`src/rtl/return_stack_pkg.sv`:
```
// Shared types and sizing constants for the call/return stack.
//   RS_ADDR_W : width of a PC / return address
//   RS_DEPTH  : number of stack entries (power of two, >= 2)
//   RS_SP_W   : stack pointer width, wraps modulo RS_DEPTH
//   RS_CNT_W  : occupancy counter width, holds 0..RS_DEPTH
package return_stack_pkg;

   localparam int RS_ADDR_W = 12;
   localparam int RS_DEPTH  = 8;
   localparam int RS_SP_W   = $clog2(RS_DEPTH);
   localparam int RS_CNT_W  = $clog2(RS_DEPTH + 1);

   typedef logic [RS_ADDR_W-1:0] rs_addr_t;

endpackage

```
`src/rtl/return_stack_mem.sv`:
```
// Entry storage for the return stack: DEPTH x ADDR_W register array.
// Ports:
//   clk, rst : clock, synchronous active-high reset (clears every entry)
//   we       : write enable
//   waddr    : write slot
//   wdata    : value written on the rising edge when we=1
//   raddr    : read slot
//   rdata    : asynchronous read of mem[raddr]
module return_stack_mem
   import return_stack_pkg::*;
#(
   parameter int ADDR_W = RS_ADDR_W,
   parameter int DEPTH  = RS_DEPTH,
   parameter int SP_W   = $clog2(DEPTH)
) (
   input  logic              clk,
   input  logic              rst,
   input  logic              we,
   input  logic [SP_W-1:0]   waddr,
   input  logic [ADDR_W-1:0] wdata,
   input  logic [SP_W-1:0]   raddr,
   output logic [ADDR_W-1:0] rdata
);

   logic [ADDR_W-1:0] mem [DEPTH];

   always_ff @(posedge clk) begin
      if (rst) begin
         for (int i = 0; i < DEPTH; i++) begin
            mem[i] <= '0;
         end
      end else if (we) begin
         mem[waddr] <= wdata;
      end
   end

   assign rdata = mem[raddr];

endmodule

```
`src/rtl/return_stack.sv`:
```
// Hardware call/return stack sitting beside the PC register. Push stores a
// return PC; the current top entry is presented combinationally on top_addr
// so a return instruction can steer the PC mux in the same cycle it pops.
//
// Build option: define RETURN_STACK_CIRCULAR_EN to make a push into a full
// stack overwrite the oldest entry (count stays at DEPTH, ovf never set).
// Without it such a push is dropped and ovf is set.
//
// Ports:
//   clk, rst  : clock, synchronous active-high reset (priority over all)
//   en        : stall gate; 0 holds all state and ignores push/pop
//   push      : store push_addr this cycle
//   pop       : remove the top entry this cycle
//   push_addr : return address to store
//   top_addr  : current top entry, 0 when empty
//   count     : number of valid entries
//   empty     : count == 0
//   full      : count == DEPTH
//   ovf       : sticky, push rejected while full
//   unf       : sticky, pop requested while empty
//
// DEPTH must be a power of two so the pointer wraps naturally.
module return_stack
   import return_stack_pkg::*;
#(
   parameter int ADDR_W = RS_ADDR_W,
   parameter int DEPTH  = RS_DEPTH
) (
   input  logic                       clk,
   input  logic                       rst,
   input  logic                       en,
   input  logic                       push,
   input  logic                       pop,
   input  logic [ADDR_W-1:0]          push_addr,
   output logic [ADDR_W-1:0]          top_addr,
   output logic [$clog2(DEPTH+1)-1:0] count,
   output logic                       empty,
   output logic                       full,
   output logic                       ovf,
   output logic                       unf
);

   localparam int SP_W  = $clog2(DEPTH);
   localparam int CNT_W = $clog2(DEPTH + 1);

   localparam logic [SP_W-1:0]  SP_ONE  = SP_W'(1);
   localparam logic [CNT_W-1:0] CNT_ONE = CNT_W'(1);
   localparam logic [CNT_W-1:0] CNT_MAX = CNT_W'(DEPTH);

   logic [SP_W-1:0]   sp, sp_nxt;
   logic [CNT_W-1:0]  cnt_nxt;
   logic              ovf_nxt, unf_nxt;
   logic              we;
   logic [SP_W-1:0]   waddr;
   logic [SP_W-1:0]   sp_top;
   logic [ADDR_W-1:0] rdata;

   // sp points at the next free slot; the top entry lives one below it
   assign sp_top = sp - SP_ONE;
   assign empty  = (count == '0);
   assign full   = (count == CNT_MAX);

   return_stack_mem #(
      .ADDR_W (ADDR_W),
      .DEPTH  (DEPTH),
      .SP_W   (SP_W)
   ) u_mem (
      .clk   (clk),
      .rst   (rst),
      .we    (we),
      .waddr (waddr),
      .wdata (push_addr),
      .raddr (sp_top),
      .rdata (rdata)
   );

   assign top_addr = empty ? '0 : rdata;

   always_comb begin
      we      = 1'b0;
      waddr   = sp;
      sp_nxt  = sp;
      cnt_nxt = count;
      ovf_nxt = ovf;
      unf_nxt = unf;
      if (en) begin
         if (push && pop) begin
            if (!empty) begin
               // call-after-return in one cycle: replace the top in place
               we    = 1'b1;
               waddr = sp_top;
            end else begin
               we      = 1'b1;
               sp_nxt  = sp + SP_ONE;
               cnt_nxt = CNT_ONE;
               unf_nxt = 1'b1;
            end
         end else if (push) begin
            if (!full) begin
               we      = 1'b1;
               sp_nxt  = sp + SP_ONE;
               cnt_nxt = count + CNT_ONE;
            end else begin
`ifdef RETURN_STACK_CIRCULAR_EN
               // when full, sp also addresses the oldest entry
               we     = 1'b1;
               sp_nxt = sp + SP_ONE;
`else
               ovf_nxt = 1'b1;
`endif
            end
         end else if (pop) begin
            if (!empty) begin
               sp_nxt  = sp_top;
               cnt_nxt = count - CNT_ONE;
            end else begin
               unf_nxt = 1'b1;
            end
         end
      end
   end

   always_ff @(posedge clk) begin
      if (rst) begin
         sp    <= '0;
         count <= '0;
         ovf   <= 1'b0;
         unf   <= 1'b0;
      end else begin
         sp    <= sp_nxt;
         count <= cnt_nxt;
         ovf   <= ovf_nxt;
         unf   <= unf_nxt;
      end
   end

endmodule

```
`config.mk`:
```
export PLATFORM = sky130hd
export DESIGN_NAME = return_stack
export DESIGN_NICKNAME = d
export VERILOG_FILES = /design/src/rtl/return_stack_pkg.sv /design/src/rtl/return_stack_mem.sv /design/src/rtl/return_stack.sv
export SDC_FILE = /design/constraint.sdc
export NUM_CORES = 1
export LEC_CHECK = 0
export ABC_CLOCK_PERIOD_IN_PS = 5800
export CORE_MARGIN = 10
export CORE_UTILIZATION = 40
export CTS_BUF_LIST = sky130_fd_sc_hd__clkbuf_8
export CTS_CLUSTER_DIAMETER = 100
export DETAILED_ROUTE_END_ITERATION = 12
export HOLD_SLACK_MARGIN = 0.1
export PLACE_DENSITY = 0.61
export SKIP_LAST_GASP = 1
export SLEW_MARGIN = 10
export SYNTH_ARGS = -nofsm -noshare
export SYNTH_HDL_FRONTEND = slang
export SYNTH_HIERARCHICAL = 1
export SYNTH_SLANG_ARGS = --single-unit
```
`constraint.sdc`:
```
create_clock -name clk -period 5.8 [get_ports clk]
set_clock_uncertainty 0.2 [all_clocks]
set_input_delay 1.74 -clock clk [delete_from_list [all_inputs] [get_ports clk]]
set_output_delay 1.74 -clock clk [all_outputs]
set_load 0.02 [all_outputs]
```
==> flow_metrics.tcl <==
set metrics [dict create \
    totalPowerFinal_w 0.00172 \
    synth-async-reset-ratio_pct 0 \
    cts_tree "done" \
    grt_max_degree 52 \
    gp_congestion 0.868 \
    hp-class "flip-flop to flip-flop" \
    synth_nets 408 \
    core_area_um2 12700 \
    cts_buffers 9 \
    overflow 0 \
    vias_per_cell 5.71 \
    finalCritPeriodShare_pct 84.5 \
    finalCriticalPeriod_ns 4.90 \
    die_w_um 134 \
    port_buffers 36 \
    h-tree-depth 3 \
    synth.distinct_cells 52 \
    crit_fanout 24 \
    post-cts-setup-buffers 0 \
    wl_um 12400 \
    worst_slew_pin_slew_ns 0.789 \
    cp-start-kind "flip-flop" \
    status "finished clean" \
    crit_arrival_ns 2.96 \
    layout.nets 444 \
    critPathRequiredTime_ns 3.86 \
    antenna_found_initial 0 \
    start_util_pct 41.0 \
    critPathKind "flip-flop to primary output" \
    hold_buffers 0 \
    clk_path_buf_depth 2 \
    root_buffer "clkbuf_8" \
    wl_per_cell_um 20.7 \
    critPathCaptureType "primary output" \
    synthCells 386 \
    grt_pass1_wl_um 19400 \
    drtIter0Drc 403 \
    rsz0062_at_grt "false" \
    leakagePower_nw 2.09 \
    rows 41 \
    dieArea_um2 18000 \
    synth_edf_count 96 \
    hold_viol 0 \
    cts_resized 0 \
    finalSetupViolations 0 \
    via_count 3412 \
    grt_pass1_vias 3356 \
    ant_nets 0 \
    global_route.usage.total_pct 13.8 \
    layout-drive-gt1-share_pct 15.3 \
    ir_drop_mv 0.154 \
    drv_cap 0 \
    die_h_um 134 \
    area_growth_pct 14.7 \
    n_antenna_cell 0 \
    ys_warn_count 6 \
    ys_seq_area_share_pct 58.7 \
    slew_viol_final 0 \
    worstSkewPairLatency_ns 0.37 \
    ys_seq_elements 105 \
    synthesis.area_um2 5220 \
    dp_hpwl_um 8280 \
    num-fill-cells 1178 \
    ios 37 \
    fin_setup_tns_ns 0 \
    drt-pass1-iter-count 5 \
    avgSynthCellArea_um2 13.5 \
    powerDensity_nw_per_um2 287 \
    route.detailed.drc 0 \
    relSlewSlack_pct 47.3 \
    max_freq_mhz 204 \
    cts_num_sinks 105 \
    synthFlopType "edfxtp_1" \
    path_clk_slew_ns 0.11 \
]
flip-flops by register name (all words and copies together) (netlist names):
name,flops
unf,1
u_mem/mem,96
count,4
ovf,1
sp,3
metrics by stage:
stage	instance area (um2)	setup slack [ns]	util [%]	std cells	hold WS, ns
2_1_floorplan	5220	1.15	-	386	0.267
3_3_place_gp	5800	0.842	45.6	583	0.268
3_5_place_dp	5800	0.778	45.6	583	0.267
4_1_cts	5990	0.875	47.1	598	0.292
5_1_grt	5990	0.752	47.1	598	0.340
6_report	5990	0.902	47.1	598	0.283
synth_stat cells, drive strengths merged, types with 2 or more instances:
| cell type | n | area [um2] |
|---|---|---|
| nor3 | 100 | 500 |
| edfxtp | 96 | 2880 |
| mux4 | 24 | 619 |
| clkbuf | 20 | 85.1 |
| buf | 17 | 113 |
| and2 | 13 | 82.6 |
| clkinv | 13 | 61.3 |
| mux2 | 12 | 135 |
| dfxtp | 9 | 180 |
| o21bai | 9 | 67.6 |
| inv | 7 | 26.3 |
| nand2 | 7 | 28.8 |
| a21oi | 6 | 30.0 |
| nor2 | 5 | 18.8 |
| o21ai | 5 | 25.0 |
| a31oi | 4 | 25.0 |
| ha | 4 | 50.1 |
| nand2b | 3 | 18.8 |
| nand4 | 2 | 12.5 |
| nor2b | 2 | 12.5 |
| o31ai | 2 | 15.0 |
| or4 | 2 | 18.8 |
| xnor2 | 2 | 17.5 |
| xor2 | 2 | 17.5 |
area by class of cell:
class / instances / area (um2) / area share (%)
flip-flops and latches: 105 / 3060 / 51.1
multi-input cells: 224 / 1880 / 31.4
repair buffers: 62 / 556 / 9.27
well taps: 172 / 215 / 3.59
clock buffers: 9 / 124 / 2.07
inverters: 20 / 87.6 / 1.46
clock inverters: 6 / 65.1 / 1.09
per-layer routing:
metal / wire (um) / track usage (%)
met3: 834 / 3.55
met1: 5520 / 18.3
met2: 5900 / 22.0
met4: 132 / 3.51
met5: 0 / 0
logic make-up after synthesis:
family	count (synthesis)	synth area share, %
and+or+nand+nor	142	14.4
DFF	105	58.7
buffers and inverters	57	5.46
muxes	37	14.6
AOI/OAI and AO/OA	36	4.79
adders and majority gates	5	1.34
xor gates and xnor gates	4	0.671
critical path, cell delays in order (launching register included):
cell	delay (ns)
dfxtp_1	0.38
inv_1	0.08
ha_1	0.24
xor2_2	0.13
buf_4	0.35
mux4_1	0.40
mux2_2	0.30
and2_1	0.15
clkdlybuf4s50_1	0.54
final timing paths:
check | from | endpoint | slack, ns | cells after the start
setup reg to reg | count[0] | u_mem/mem[3][2] | 2.40 | 8
hold reg to reg | unf | unf | 0.28 | 2
hold / removal | unf | unf | 0.28 | 2
setup / recovery | sp[1] | top_addr[7] | 0.90 | 8
cell usage in the layout (no fill, tap or decap), types with 3 or more instances in the layout:
master           count
clkdlybuf4s50_1     36
clkinv_4             3
clkinv_1            12
mux4_2               3
nor2_1               5
and2_1              12
mux2_2              12
a21oi_1              6
nor3_1             100
mux4_1              21
edfxtp_1            96
dfxtp_1              9
ha_1                 4
a31oi_1              4
o21bai_1             9
o21ai_0              5
nand2_1              6
buf_4               26
clkbuf_8             9
nand2b_1             3
inv_1                7
power by group:
group / switching (W) / internal [W] / leakage (nW) / total (W)
registers: 0.0000164 / 0.000859 / 1.07 / 0.000876
clock network: 0.000274 / 0.000166 / 0.0961 / 0.000440
logic: 0.000230 / 0.000173 / 0.924 / 0.000403
total: 0.000521 / 0.00120 / 2.09 / 0.00172
(Power assumes the default switching activity.)
